### config.mk
export PLATFORM = sky130hd
export DESIGN_NAME = multi_channel_lfsr_cipher_flat
export DESIGN_NICKNAME = d
export VERILOG_FILES = /design/src/rtl/multi_channel_lfsr_cipher_if.sv /design/src/rtl/multi_channel_lfsr_cipher.sv /design/src/flat_wrapper.sv
export SDC_FILE = /design/constraint.sdc
export NUM_CORES = 1
export LEC_CHECK = 0
export ABC_AREA = 1
export ABC_CLOCK_PERIOD_IN_PS = 4400
export CAP_MARGIN = 20
export CORE_ASPECT_RATIO = 0.8
export CORE_UTILIZATION = 30
export DETAILED_ROUTE_END_ITERATION = 6
export PLACE_DENSITY = 0.46
export RECOVER_POWER = 100
export SLEW_MARGIN = 10
export SYNTH_ARGS = -nofsm -noshare
export SYNTH_HDL_FRONTEND = slang
export SYNTH_SLANG_ARGS = --single-unit
export TNS_END_PERCENT = 1
### constraint.sdc
create_clock -name clk -period 4.4 [get_ports clk]
set_clock_uncertainty 0.2 [all_clocks]
set_input_delay 1.32 -clock clk [delete_from_list [all_inputs] [get_ports clk]]
set_output_delay 1.32 -clock clk [all_outputs]
set_load 0.02 [all_outputs]
### src/rtl/multi_channel_lfsr_cipher_if.sv
// Tagged valid/ready stream bundle for the multi-channel LFSR cipher.
// The cipher is the slave; the traffic source/sink is the master.
interface multi_channel_lfsr_cipher_if #(
  parameter int CHW = 1,
  parameter int W   = 8
);
  logic           s_valid;
  logic           s_ready;
  logic [CHW-1:0] s_ch;
  logic [W-1:0]   s_data;
  logic           m_valid;
  logic           m_ready;
  logic [CHW-1:0] m_ch;
  logic [W-1:0]   m_data;

  modport slave (
    input  s_valid, s_ch, s_data, m_ready,
    output s_ready, m_valid, m_ch, m_data
  );

  modport master (
    output s_valid, s_ch, s_data, m_ready,
    input  s_ready, m_valid, m_ch, m_data
  );
endinterface

### src/rtl/multi_channel_lfsr_cipher.sv
// N_CH-channel Galois-LFSR XOR stream cipher on a tagged valid/ready stream, with
// per-channel taps/seeds loaded through a bit-count-checked serial config chain.
//
// state    | meaning
// ST_RUN   | streaming; cfg_en high starts a config frame
// ST_SHIFT | config frame shifting into the shadow chain
// ST_LOAD  | one cycle: shadow chain copied into working taps/states/bypass
module multi_channel_lfsr_cipher #(
  parameter int            N_CH         = 2,
  parameter int            M            = 32,
  parameter int            W            = 8,
  parameter logic [M-1:0]  TAPS_DEFAULT = 32'h48000000,
  parameter logic [M-1:0]  SEED_DEFAULT = 32'h00000055,
  localparam int           CHW          = (N_CH > 1) ? $clog2(N_CH) : 1
) (
  input  logic                      clk,
  input  logic                      rst_n,
  multi_channel_lfsr_cipher_if.slave bus,
  input  logic                      cfg_en,
  input  logic                      cfg_i,
  output logic                      cfg_o,
  output logic                      cfg_err,
  output logic [N_CH-1:0]           lockup
);

  localparam int L    = 2 * M * N_CH + 1;
  localparam int CNTW = $clog2(L + 2);
  localparam logic [CNTW-1:0] CNT_FULL = CNTW'(L);
  localparam logic [CNTW-1:0] CNT_SAT  = CNTW'(L + 1);

  localparam logic [1:0] ST_RUN   = 2'd0;
  localparam logic [1:0] ST_SHIFT = 2'd1;
  localparam logic [1:0] ST_LOAD  = 2'd2;

  function automatic logic [L-1:0] reset_chain();
    logic [L-1:0] r;
    r = '0;
    for (int c = 0; c < N_CH; c++) begin
      r[2*M*c +: M]     = SEED_DEFAULT;
      r[2*M*c + M +: M] = TAPS_DEFAULT;
    end
    return r;
  endfunction

  localparam logic [L-1:0] CHAIN_RST = reset_chain();

  logic [1:0]      fsm_q, fsm_d;
  logic [CNTW-1:0] cnt_q, cnt_d;
  logic [L-1:0]    chain_q, chain_d;
  logic            cfg_err_q, cfg_err_d;
  logic            bypass_q, bypass_d;
  logic [M-1:0]    taps_q [N_CH];
  logic [M-1:0]    taps_d [N_CH];
  logic [M-1:0]    state_q [N_CH];
  logic [M-1:0]    state_d [N_CH];
  logic            m_valid_q, m_valid_d;
  logic [CHW-1:0]  m_ch_q, m_ch_d;
  logic [W-1:0]    m_data_q, m_data_d;

  logic            shift_en;
  logic            accept;
  logic            ch_ok;
  logic [CHW-1:0]  ch_idx;
  logic [W-1:0]    ks;
  logic [M-1:0]    st_adv;

  // Tags that cannot reach N_CH need no range check.
  if ((1 << CHW) == N_CH) begin : g_ch_full
    assign ch_ok = 1'b1;
  end else begin : g_ch_part
    assign ch_ok = (bus.s_ch < CHW'(N_CH));
  end

  assign ch_idx      = ch_ok ? bus.s_ch : '0;
  assign shift_en    = cfg_en && ((fsm_q == ST_RUN) || (fsm_q == ST_SHIFT));
  assign bus.s_ready = (fsm_q == ST_RUN) && !cfg_en && (!m_valid_q || bus.m_ready);
  assign accept      = bus.s_valid && bus.s_ready;

  assign bus.m_valid = m_valid_q;
  assign bus.m_ch    = m_ch_q;
  assign bus.m_data  = m_data_q;
  assign cfg_o       = shift_en ? chain_q[0] : 1'b0;
  assign cfg_err     = cfg_err_q;

  always_comb begin
    for (int c = 0; c < N_CH; c++) begin
      lockup[c] = (state_q[c] == '0);
    end
  end

  // W Galois steps on the tagged channel; k[i] is bit0 before step i.
  always_comb begin
    ks     = '0;
    st_adv = state_q[ch_idx];
    for (int i = 0; i < W; i++) begin
      ks[i]  = st_adv[0];
      st_adv = st_adv[0] ? ((st_adv >> 1) ^ taps_q[ch_idx]) : (st_adv >> 1);
    end
    if (!ch_ok) begin
      ks = '0;
    end
  end

  always_comb begin
    fsm_d     = fsm_q;
    cnt_d     = cnt_q;
    chain_d   = chain_q;
    cfg_err_d = cfg_err_q;
    bypass_d  = bypass_q;
    taps_d    = taps_q;
    state_d   = state_q;
    m_valid_d = m_valid_q;
    m_ch_d    = m_ch_q;
    m_data_d  = m_data_q;

    if (shift_en) begin
      chain_d = {cfg_i, chain_q[L-1:1]};
    end

    case (fsm_q)
      ST_RUN: begin
        if (cfg_en) begin
          fsm_d = ST_SHIFT;
          cnt_d = CNTW'(1);
        end
      end
      ST_SHIFT: begin
        if (cfg_en) begin
          if (cnt_q != CNT_SAT) begin
            cnt_d = cnt_q + 1'b1;
          end
        end else if (cnt_q == CNT_FULL) begin
          fsm_d = ST_LOAD;
        end else begin
          fsm_d     = ST_RUN;
          cfg_err_d = 1'b1;
        end
      end
      ST_LOAD: begin
        for (int c = 0; c < N_CH; c++) begin
          taps_d[c]  = chain_q[2*M*c + M +: M];
          state_d[c] = chain_q[2*M*c +: M];
        end
        bypass_d  = chain_q[L-1];
        cfg_err_d = 1'b0;
        fsm_d     = ST_RUN;
      end
      default: fsm_d = ST_RUN;
    endcase

    if (accept) begin
      m_valid_d = 1'b1;
      m_ch_d    = bus.s_ch;
      m_data_d  = bypass_q ? bus.s_data : (bus.s_data ^ ks);
      if (ch_ok) begin
        state_d[ch_idx] = st_adv;
      end
    end else if (bus.m_ready) begin
      m_valid_d = 1'b0;
    end
  end

  always_ff @(posedge clk) begin
    if (!rst_n) begin
      fsm_q     <= ST_RUN;
      cnt_q     <= '0;
      chain_q   <= CHAIN_RST;
      cfg_err_q <= 1'b0;
      bypass_q  <= 1'b0;
      for (int c = 0; c < N_CH; c++) begin
        taps_q[c]  <= TAPS_DEFAULT;
        state_q[c] <= SEED_DEFAULT;
      end
      m_valid_q <= 1'b0;
      m_ch_q    <= '0;
      m_data_q  <= '0;
    end else begin
      fsm_q     <= fsm_d;
      cnt_q     <= cnt_d;
      chain_q   <= chain_d;
      cfg_err_q <= cfg_err_d;
      bypass_q  <= bypass_d;
      taps_q    <= taps_d;
      state_q   <= state_d;
      m_valid_q <= m_valid_d;
      m_ch_q    <= m_ch_d;
      m_data_q  <= m_data_d;
    end
  end

endmodule
### src/flat_wrapper.sv
// flat-port wrapper written by rule: the top's interface ports become plain ports
module multi_channel_lfsr_cipher_flat 
#(
  parameter int            N_CH         = 2,
  parameter int            M            = 32,
  parameter int            W            = 8,
  parameter logic [M-1:0]  TAPS_DEFAULT = 32'h48000000,
  parameter logic [M-1:0]  SEED_DEFAULT = 32'h00000055,
  localparam int           CHW          = (N_CH > 1) ? $clog2(N_CH) : 1
)
  (clk, rst_n, cfg_en, cfg_i, cfg_o, cfg_err, lockup, bus_s_valid, bus_s_ch, bus_s_data, bus_m_ready, bus_s_ready, bus_m_valid, bus_m_ch, bus_m_data);
  multi_channel_lfsr_cipher_if #(.W(W)) bus_i ();
  input  logic clk;
  input  logic rst_n;
  input  logic cfg_en;
  input  logic cfg_i;
  output logic cfg_o;
  output logic cfg_err;
  output logic [N_CH-1:0] lockup;
  input wire logic [$bits(bus_i.s_valid)-1:0] bus_s_valid;
  input wire logic [$bits(bus_i.s_ch)-1:0] bus_s_ch;
  input wire logic [$bits(bus_i.s_data)-1:0] bus_s_data;
  input wire logic [$bits(bus_i.m_ready)-1:0] bus_m_ready;
  output wire logic [$bits(bus_i.s_ready)-1:0] bus_s_ready;
  output wire logic [$bits(bus_i.m_valid)-1:0] bus_m_valid;
  output wire logic [$bits(bus_i.m_ch)-1:0] bus_m_ch;
  output wire logic [$bits(bus_i.m_data)-1:0] bus_m_data;
  assign bus_i.s_valid = bus_s_valid;
  assign bus_i.s_ch = bus_s_ch;
  assign bus_i.s_data = bus_s_data;
  assign bus_i.m_ready = bus_m_ready;
  assign bus_s_ready = bus_i.s_ready;
  assign bus_m_valid = bus_i.m_valid;
  assign bus_m_ch = bus_i.m_ch;
  assign bus_m_data = bus_i.m_data;
  multi_channel_lfsr_cipher #(.N_CH(N_CH), .M(M), .W(W), .TAPS_DEFAULT(TAPS_DEFAULT), .SEED_DEFAULT(SEED_DEFAULT)) u_core (.clk(clk), .rst_n(rst_n), .bus(bus_i), .cfg_en(cfg_en), .cfg_i(cfg_i), .cfg_o(cfg_o), .cfg_err(cfg_err), .lockup(lockup));
endmodule
==> metrics.yaml, run 1 <==
gp_congestion: 0.888
antenna_found_initial: 0
layout.nets: 2695
dp_hpwl_mm: 39.4
synth_area_sq_mm: 0.0163
synth-simple-area-share_pct: 36.0
globalRouteOverflowTotal: 0
syn_to_final_growth_pct: 18.3
die_x_um: 263
io_pins: 30
remaining_drc_errors: 0
ys_async_sr_fraction_pct: 0
ys_seq_elements: 279
ctsRootBufferMaster: "clkbuf_16"
r2r-end: "u_core.state_q[1]$_SDFF_PN0_"
reg2reg_depth: 5
h-tree-depth: 1
track_usage_pct: 19.8
fin_util_pct: 35.9
ys_seq_area_share_pct: 34.2
path_cells: "nor4_2 > buf_4 > nand3_1 > nor4_2 > buf_4 > clkdlybuf4s50_1"
maxCapViolCount: 1
synth_edf_count: 0
synthAdderAreaFrac_pct: 0.230
critical_path.startpoint_type: "flop"
grt_pass1_wl_mm: 87.4
synth_top_area_share_pct: 34.2
first_iter_violations: 1220
synthTopCellsByArea: "dfxtp_1 (34%), nand2_1 (16%), nor2_1 (9.0%)"
worstPathArrival_ns: 2.80
synth_cells: 2606
rows: 76
hold_slack_ns: 0.249
min_to: "u_core.taps_q[61]$_SDFFE_PN0P_"
reg2reg_slack_ns: 0.53
vdd_drop_max_mv: 0.259
initial_core_util_pct: 30.4
slowest_delay_ns: 0.59
hold_viol_final: 0
status: "finished, violations left"
synth_compound_gate_area_share_pct: 12.8
synth_xor_area_share_pct: 7.30
setup_violations: 0
clock_latency_ns: 0.60
wirelength_mm: 55.6
p_leak_nw: 8.48
worstHoldStart: "u_core.taps_q[61]$_SDFFE_PN0P_"
min_period_over_period_pct: 98.2
dieArea_sq_mm: 0.0553
violations: "max-capacitance violations, max-slew violations"
holdPathStages: 2
critPathMaxFanout: 3
end_kind: "output port"
ys_warn_count: 0
nFillCells: 5794
worst_path_max_delay_cell: "clkdlybuf4s50_1"
muxShareOfSynthArea_pct: 0
core_sq_mm: 0.0537
p_per_area_mw_per_mm2: 327
numCtsBuffers: 31
synth_cell_type_count: 37
antenna_left: 0
drv_slew: 59
synth_ff_type: "dfxtp_1"
portBuffers: 29
cp.required_ns: 2.88
grt_max_degree: 120
cts_buffer_depth: 3
vias: 16303
seq_area_sq_mm: 0.00559
cts.reportedPaths.clkPinSlew_ns: 0.06
synth_top_family_by_area: "simple AND/OR/NAND/NOR gates"
drive_gt1_share_pct: 10.3
clock-sinks: 279
final_cell_area_sq_mm: 0.0193
wl_per_cell_um: 16.3
yosysTopAreaCell: "dfxtp_1"
die_h_um: 211
grt_pass1_vias: 15190
timing.fmax_ghz: 0.232
via_per_inst: 4.79
maxSlewHeadroom_pct: -67.7
min_period_ns: 4.32
synth_fp_nets: 2624
hold_path.class: "reg -> reg"
postPlaceCellArea_sq_mm: 0.0182
drt_pass1_iterations: 5
num_antenna_cells: 0
tightest_slew_ns: 2.52
timing.rr.start: "u_core.fsm_q[0]$_SDFFE_PN0P_"
critPathKind: "reg -> out"
tns_ns: 0
multi_input_area_sq_mm: 0.00925
syn_avg_cell_area_sq_um: 6.26
cts_tree: "built"
## power breakdown
part / internal (mW) / switching, mW / total, mW / leakage, nW
combinational: 0.277 / 0.506 / 0.783 / 5.66
sequential: 2.63 / 0.0803 / 2.71 / 2.28
clock: 1.68 / 1.14 / 2.82 / 0.536
## synth_stat cells (2+ instances only)
master / count
nand2_4: 5
nand2_1: 717
inv_2: 9
a31oi_1: 5
dfxtp_1: 279
or2_1: 3
buf_1: 2
clkinv_1: 2
nand3_1: 234
nand2b_1: 3
o21a_1: 2
nand4_1: 12
o211ai_1: 10
a21oi_1: 65
buf_6: 10
nand3_4: 3
nor2_1: 393
o21ai_1: 22
nand2_2: 12
o221ai_1: 5
nor3_1: 8
clkbuf_1: 108
o21ai_0: 292
xnor2_1: 48
or2_2: 4
xor2_1: 88
buf_2: 31
inv_1: 193
ha_1: 3
nand3_2: 7
nor4_1: 13
buf_4: 13
## sequential cells by signal (all words and copies together), names as in the netlist
signal	count
u_core.bus.m_ch	1
u_core.bus.m_data	8
u_core.bus.m_valid	1
u_core.bypass_q	1
u_core.cfg_err	1
u_core.chain_q	129
u_core.cnt_q	8
u_core.fsm_q	2
u_core.state_q	64
u_core.taps_q	64
## layout by cell type (no fill, tap or decap), drive strengths merged, types with 13 or more instances in the layout
master / Yosys / final
nand2: 734 / 734
nor2: 394 / 394
o21ai: 314 / 314
dfxtp: 279 / 279
nand3: 244 / 244
inv: 202 / 201
buf: 56 / 163
xor2: 88 / 88
a21oi: 65 / 65
clkbuf: 108 / 53
xnor2: 48 / 48
clkdlybuf4s50: 0 / 14
nor4: 13 / 13
## worst max-delay path, delay by kind of cell (launching register included)
kind	cells	cell delay, ns
flip-flops	1	0.35
buffers and inverters	3	0.96
AND/OR/NAND/NOR	3	0.91
## area by class of cell
class,count,area share (%)
flip-flops and latches,279,28.9
multi-input cells,1959,47.9
inverters,204,3.99
clock inverters,16,1.13
clock buffers,40,4.50
well taps,702,4.55
repair buffers,202,8.98
## per-stage QoR
stage               total power [mW]  setup WS (ns)  std cells
finish                          6.32         0.0809       3402
global route                    6.57       -0.00148       3402
CTS                             6.38        0.00340       3400
detailed placement              3.55         -0.387       3344
global placement                3.54         -0.362       3344
floorplan                       3.25          0.285       2606
## layer usage
metal  wire length (um)  GRT usage [%]  vias up
li1                   -              -     8403
met1              28300           29.2     7484
met2              22900           30.0      334
met4               1470           5.05        0
met5                  0              0        -
met3               2920           2.82       82
## kinds of logic after synthesis
group / after synthesis
AND/OR/NAND/NOR: 1416
XOR/XNOR: 136
flip-flops: 279
adder cells (fa/ha/maj): 3
AO/OA/AOI/OAI: 404
buffers and inverters: 368
## worst max path at each step
stage	from	end	cells past startpoint	slack, ns
after CTS	u_core.state_q[38]$_SDFF_PN1_	lockup[0]	6	0.003
after global placement	bus_s_ch	u_core.state_q[32]$_SDFF_PN1_	17	-0.36
final	u_core.state_q[6]$_SDFF_PN1_	lockup[1]	6	0.08
after detailed placement	bus_s_ch	u_core.state_q[53]$_SDFF_PN0_	27	-0.39
after global routing	bus_s_ch	u_core.state_q[2]$_SDFF_PN1_	27	-0.001
after floorplan	bus_s_ch	u_core.state_q[23]$_SDFF_PN0_	28	0.29
## repair_timing
action / 4_1_cts / 5_1_grt
hold buffers: 0 / 0
buffers inserted: 0 / 2
endpoints found under the setup margin: 2 / 66
resized for setup: 3 / 15
pin swaps: 0 / 2
(Power assumes the default switching activity.)
==> run 2, diff against run 1 <==
--- a/config.mk
+++ b/config.mk
@@ -8,10 +8,12 @@
 export ABC_AREA = 1
 export ABC_CLOCK_PERIOD_IN_PS = 4400
 export CAP_MARGIN = 20
+export CELL_PAD_IN_SITES_DETAIL_PLACEMENT = 0
+export CELL_PAD_IN_SITES_GLOBAL_PLACEMENT = 1
 export CORE_ASPECT_RATIO = 0.8
 export CORE_UTILIZATION = 30
 export DETAILED_ROUTE_END_ITERATION = 6
-export PLACE_DENSITY = 0.46
+export PLACE_DENSITY = 0.6
 export RECOVER_POWER = 100
 export SLEW_MARGIN = 10
 export SYNTH_ARGS = -nofsm -noshare
==> run 2 against run 1 <==
The flow now finishes without violations. Combinational power rose by 4.1%. Total power fell by 0.67%. Sequential share of layout area fell by 0.38 points. First-iteration DRC count fell by 8.4%. Core utilization rose by 0.48 points.
==> metrics.yaml, run 2 (synthesis gave the netlist of run 1 again) <==
vdd_drop_max_mv: 0.212
dp_hpwl_mm: 40.2
layout.nets: 2713
p_per_area_mw_per_mm2: 321
seq_area_sq_mm: 0.00559
critPathKind: "in -> out"
largest_reg_flops: 129
grt_pass1_vias: 15619
hold_viol_final: 0
end_kind: "output port"
h-tree-depth: 2
hold_slack_ns: 0.257
die_h_um: 211
r2r-end: "u_core.taps_q[61]$_SDFFE_PN0P_"
place_inst: 3356
timing.fmax_ghz: 0.232
antenna_left: 0
tns_ns: 0
drv_slew: 0
timing.rr.start: "u_core.fsm_q[1]$_SDFFE_PN0P_"
drt_pass1_iterations: 5
status: "completed"
drive_gt1_share_pct: 11.4
io_pins: 30
min_period_over_period_pct: 98.0
wirelength_mm: 57.3
critical_path.startpoint_type: "input pin"
hold_path.class: "reg -> reg"
portBuffers: 29
cp.required_ns: 2.88
tightest_slew_ns: 1.44
multi_input_area_sq_mm: 0.00933
globalRouteOverflowTotal: 0
worstPathArrival_ns: 2.79
critPathMaxFanout: 4
crit_path_end: "bus_s_ready"
num_antenna_cells: 0
maxSlewHeadroom_pct: 4.09
die_x_um: 263
clock-sinks: 279
clock_latency_ns: 0.57
min_period_ns: 4.31
syn_to_final_growth_pct: 19.9
grt_pass1_wl_mm: 90.1
final_cell_area_sq_mm: 0.0196
via_per_inst: 4.83
cts_tree: "built"
p_leak_nw: 8.59
cts.reportedPaths.clkPinSlew_ns: 0.06
reg2reg_slack_ns: 0.59
nFillCells: 5759
worst_slack_ns: 0.0877
report.power.total_mw: 6.28
setup_violations: 0
fin_util_pct: 36.4
core_sq_mm: 0.0537
postPlaceCellArea_sq_mm: 0.0183
rows: 76
reg_top3: "u_core.chain_q x129, u_core.state_q x64, u_core.taps_q x64"
initial_core_util_pct: 30.4
first_iter_violations: 1118
numCtsBuffers: 34
wl_per_cell_um: 16.8
final_common_cell: "nand2_1"
antenna_found_initial: 0
final_cell_mix: "nand2_1 (704), nor2_1 (386), o21ai_0 (292), dfxtp_1 (279), nand3_1 (232)"
reg2reg_depth: 6
vias: 16497
postCtsHoldBufs: 0
crit_start: "cfg_en"
gp_congestion: 0.873
top_register: "u_core.chain_q"
place_ws_ns: -0.525
remaining_drc_errors: 0
grt_max_degree: 82
track_usage_pct: 20.6
ctsRootBufferMaster: "clkbuf_16"
dieArea_sq_mm: 0.0553
maxCapViolCount: 0
fin_cells: 3416
cts_buffer_depth: 3
run 2: changes by cell type in the layout (fill, tap and decap cells not counted), moves of 6 or more:
| cell | before | now |
|---|---|---|
| buf_4 | 144 | 154 |
| buf_6 | 4 | 10 |
| clkinv_2 | 9 | 3 |
| nand2_1 | 717 | 704 |
| nand2_2 | 10 | 23 |
run 2: critical path: stages:
cell	delay (ns)
clkdlybuf4s50_1	0.46
nor4_1	0.25
buf_4	0.16
clkdlybuf4s50_1	0.60
run 2: area by class of cell:
type | instances | share of cell area, %
multi-input combinational | 1960 | 47.7
sequential | 279 | 28.5
timing repair buffer | 216 | 9.95
clock buffer | 46 | 4.78
tap | 702 | 4.49
inverter | 204 | 3.95
clock inverter | 9 | 0.601
run 2: power breakdown:
group / internal [mW] / switching (mW)
Combinational: 0.298 / 0.517
Sequential: 2.64 / 0.0799
Clock: 1.61 / 1.14
Total: 4.54 / 1.73
run 2: repair_timing:
| action | 4_1_cts | 5_1_grt |
|---|---|---|
| cloned | 0 | 3 |
| pin swaps | 0 | 9 |
| resized for setup | 1 | 47 |
| setup endpoints to repair | 1 | 66 |
| setup buffers | 0 | 2 |
run 2: how the worst min path moves through the flow:
| stage | startpoint | endpoint | slack (ns) | cells past startpoint |
|---|---|---|---|---|
| 6_report | u_core.taps_q[60]$_SDFFE_PN0P_ | u_core.taps_q[60]$_SDFFE_PN0P_ | 0.26 | 2 |
| 5_1_grt | u_core.taps_q[61]$_SDFFE_PN0P_ | u_core.taps_q[61]$_SDFFE_PN0P_ | 0.29 | 2 |
| 4_1_cts | u_core.taps_q[60]$_SDFFE_PN0P_ | u_core.taps_q[60]$_SDFFE_PN0P_ | 0.25 | 2 |
| 3_5_place_dp | u_core.taps_q[60]$_SDFFE_PN0P_ | u_core.taps_q[60]$_SDFFE_PN0P_ | 0.24 | 2 |
| 3_3_place_gp | u_core.taps_q[61]$_SDFFE_PN0P_ | u_core.taps_q[61]$_SDFFE_PN0P_ | 0.24 | 2 |
| 2_1_floorplan | u_core.taps_q[60]$_SDFFE_PN0P_ | u_core.taps_q[60]$_SDFFE_PN0P_ | 0.22 | 2 |
run 2: metal layers:
layer | track usage [%] | up-vias | wire length [um]
met5 | 0 | - | 0
met2 | 32.8 | 317 | 24900
li1 | - | 8439 | -
met3 | 3.15 | 71 | 2500
met4 | 5.15 | 0 | 1260
met1 | 29.0 | 7670 | 28700
==> run 3, diff against run 2 <==
--- a/config.mk
+++ b/config.mk
@@ -11,6 +11,7 @@
 export CELL_PAD_IN_SITES_DETAIL_PLACEMENT = 0
 export CELL_PAD_IN_SITES_GLOBAL_PLACEMENT = 1
 export CORE_ASPECT_RATIO = 0.8
+export CORE_MARGIN = 2
 export CORE_UTILIZATION = 30
 export DETAILED_ROUTE_END_ITERATION = 6
 export PLACE_DENSITY = 0.6
==> run 3 against run 2 <==
The flow now finishes with violations (max-capacitance violations, max-slew violations). Sequential share of layout area decreased by 0.16 points. Total power increased by 1.0%. Global-route usage fell by 0.25 points. Via count rose by 0.69%. Routed wire length up 0.27%.
==> metrics.yaml, run 3 (synthesis gave the netlist of run 1 again) <==
status: "finished, violations left"
violations: "max-capacitance violations, max-slew violations"
setup_violations: 0
reg2reg_slack_ns: 0.84
num_antenna_cells: 0
drt_pass1_iterations: 5
cts.reportedPaths.clkPinSlew_ns: 0.06
worstPathArrival_ns: 2.82
hold_path.class: "reg -> reg"
drive_gt1_share_pct: 11.4
reg2reg_depth: 26
initial_core_util_pct: 30.3
clock_latency_ns: 0.55
syn_to_final_growth_pct: 20.6
vdd_drop_max_mv: 0.242
tightest_slew_ns: 1.99
postCtsHoldBufs: 0
p_leak_nw: 8.64
antenna_found_initial: 0
dp_hpwl_mm: 40.6
largest_reg_flops: 129
fin_util_pct: 36.6
globalRouteOverflowTotal: 0
r2r-end: "u_core.state_q[28]$_SDFF_PN0_"
first_iter_violations: 1317
rsz0062_at_grt: "yes"
wl_per_cell_um: 16.8
holdPathStages: 2
end_kind: "output port"
top_register: "u_core.chain_q"
report.power.total_mw: 6.34
io_pins: 30
numCtsBuffers: 34
dieArea_sq_mm: 0.0563
min_period_ns: 4.34
wirelength_mm: 57.5
reg_top3: "u_core.chain_q x129, u_core.state_q x64, u_core.taps_q x64"
internal-power_mw: 4.56
final_cell_mix: "nand2_1 (712), nor2_1 (389), o21ai_0 (292), dfxtp_1 (279), nand3_1 (232)"
final_common_cell: "nand2_1"
die_h_um: 213
cp.required_ns: 2.88
globalRouteMet2Util_pct: 31.2
hold_viol_final: 0
seqPwrFrac_pct: 42.9
clock-sinks: 279
min_period_over_period_pct: 98.6
grt_use_met1_pct: 29.2
rows: 76
grt_max_degree: 226
core_sq_mm: 0.0538
critPathKind: "in -> out"
tns_ns: 0
vias: 16611
nFillCells: 5808
maxCapViolCount: 1
remaining_drc_errors: 0
worstHoldStart: "u_core.taps_q[60]$_SDFFE_PN0P_"
pwr-share-clk_pct: 44.1
cts_tree: "built"
p_per_area_mw_per_mm2: 322
drv_slew: 66
gp_congestion: 0.890
cts_buffer_depth: 3
maxSlewHeadroom_pct: -33.1
min_to: "u_core.taps_q[60]$_SDFFE_PN0P_"
timing.rr.start: "u_core.state_q[0]$_SDFF_PN1_"
comb_power_share_pct: 13.1
critPathMaxFanout: 4
top_usage_layer: "met2"
track_usage_pct: 20.3
grt_pass1_vias: 15549
antenna_left: 0
critical_path.startpoint_type: "input pin"
portBuffers: 29
grt_pass1_wl_mm: 90.0
layout.nets: 2722
via_per_inst: 4.84
h-tree-depth: 2
timing.fmax_ghz: 0.230
ctsRootBufferMaster: "clkbuf_16"
p_sw_mw: 1.78
die_x_um: 265
swShare_pct: 28.1
use_met3_pct: 3.72
==> run 3: cell types whose count changed in the layout (fill, tap and decap cells not counted), moves of 3 or more <==
cell             previous run  this run
buf_4                     154       169
clkdlybuf4s50_1            17        26
dlygate4sd3_1               9         0
nand2_1                   704       712
nand2_2                    23        15
buf_6                      10         4
buf_12                     17        22
a21oi_1                    61        65
a21oi_2                     4         0
clkbuf_1                   11         7
nor2_1                    386       389
nor2_2                      5         2
==> run 3: repair_timing <==
| item | CTS | global route |
|---|---|---|
| pin swaps | 0 | 7 |
| endpoints found under the setup margin | 2 | 68 |
| setup buffers | 0 | 5 |
| resized for setup | 2 | 26 |
==> run 3: how the worst max path moves through the flow <==
| stage | depth (start not counted) | start | endpoint |
|---|---|---|---|
| floorplan | 28 | bus_s_ch | u_core.state_q[23]$_SDFF_PN0_ |
| global placement | 28 | bus_s_ch | u_core.state_q[3]$_SDFF_PN0_ |
| detailed placement | 28 | bus_s_ch | u_core.state_q[3]$_SDFF_PN0_ |
| CTS | 4 | u_core.state_q[58]$_SDFF_PN0_ | lockup[0] |
| global route | 33 | bus_s_ch | u_core.state_q[28]$_SDFF_PN0_ |
| finish | 3 | cfg_en | bus_s_ready |
==> run 3: power by group through the flow <==
stage | Clock, mW | Combinational, mW | Sequential, mW
final | 2.79 | 0.828 | 2.72
after global routing | 2.98 | 0.924 | 2.73
after CTS | 2.88 | 0.816 | 2.71
after detailed placement | 0 | 0.811 | 2.77
after global placement | 0 | 0.808 | 2.77
after floorplan | 0 | 0.505 | 2.75
==> run 3: final cells by class <==
| class | instances | area, sq um | area share, % |
|---|---|---|---|
| Multi-Input combinational cell | 1959 | 9300 | 47.3 |
| Sequential cell | 279 | 5590 | 28.4 |
| Timing Repair Buffer | 226 | 2060 | 10.4 |
| Clock buffer | 47 | 971 | 4.93 |
| Tap cell | 702 | 878 | 4.46 |
| Inverter | 204 | 771 | 3.92 |
| Clock inverter | 12 | 116 | 0.591 |
==> run 3: stage by stage <==
| stage | cells | instance area [sq um] | worst slack [ns] | hold WS (ns) |
|---|---|---|---|---|
| after floorplan | 2606 | 16300 | 0.285 | 0.224 |
| after global placement | 3365 | 18400 | -0.517 | 0.241 |
| after detailed placement | 3365 | 18400 | -0.502 | 0.244 |
| after CTS | 3424 | 19500 | 0.0248 | 0.253 |
| after global routing | 3429 | 19700 | -0.0392 | 0.284 |
| final | 3429 | 19700 | 0.0598 | 0.250 |
==> run 3: worst max-delay path, cell delays in order <==
cell             delay [ns]
clkdlybuf4s50_1        0.48
nor4_1                 0.35
clkdlybuf4s50_1        0.68
==> run 3: per-layer routing <==
metal,part of all wire [%],wire (um),vias to the layer above
li1,-,-,8473
met3,4.8,2740,75
met4,2.6,1510,0
met5,0,0,-
met2,42,24200,317
met1,51,29100,7746
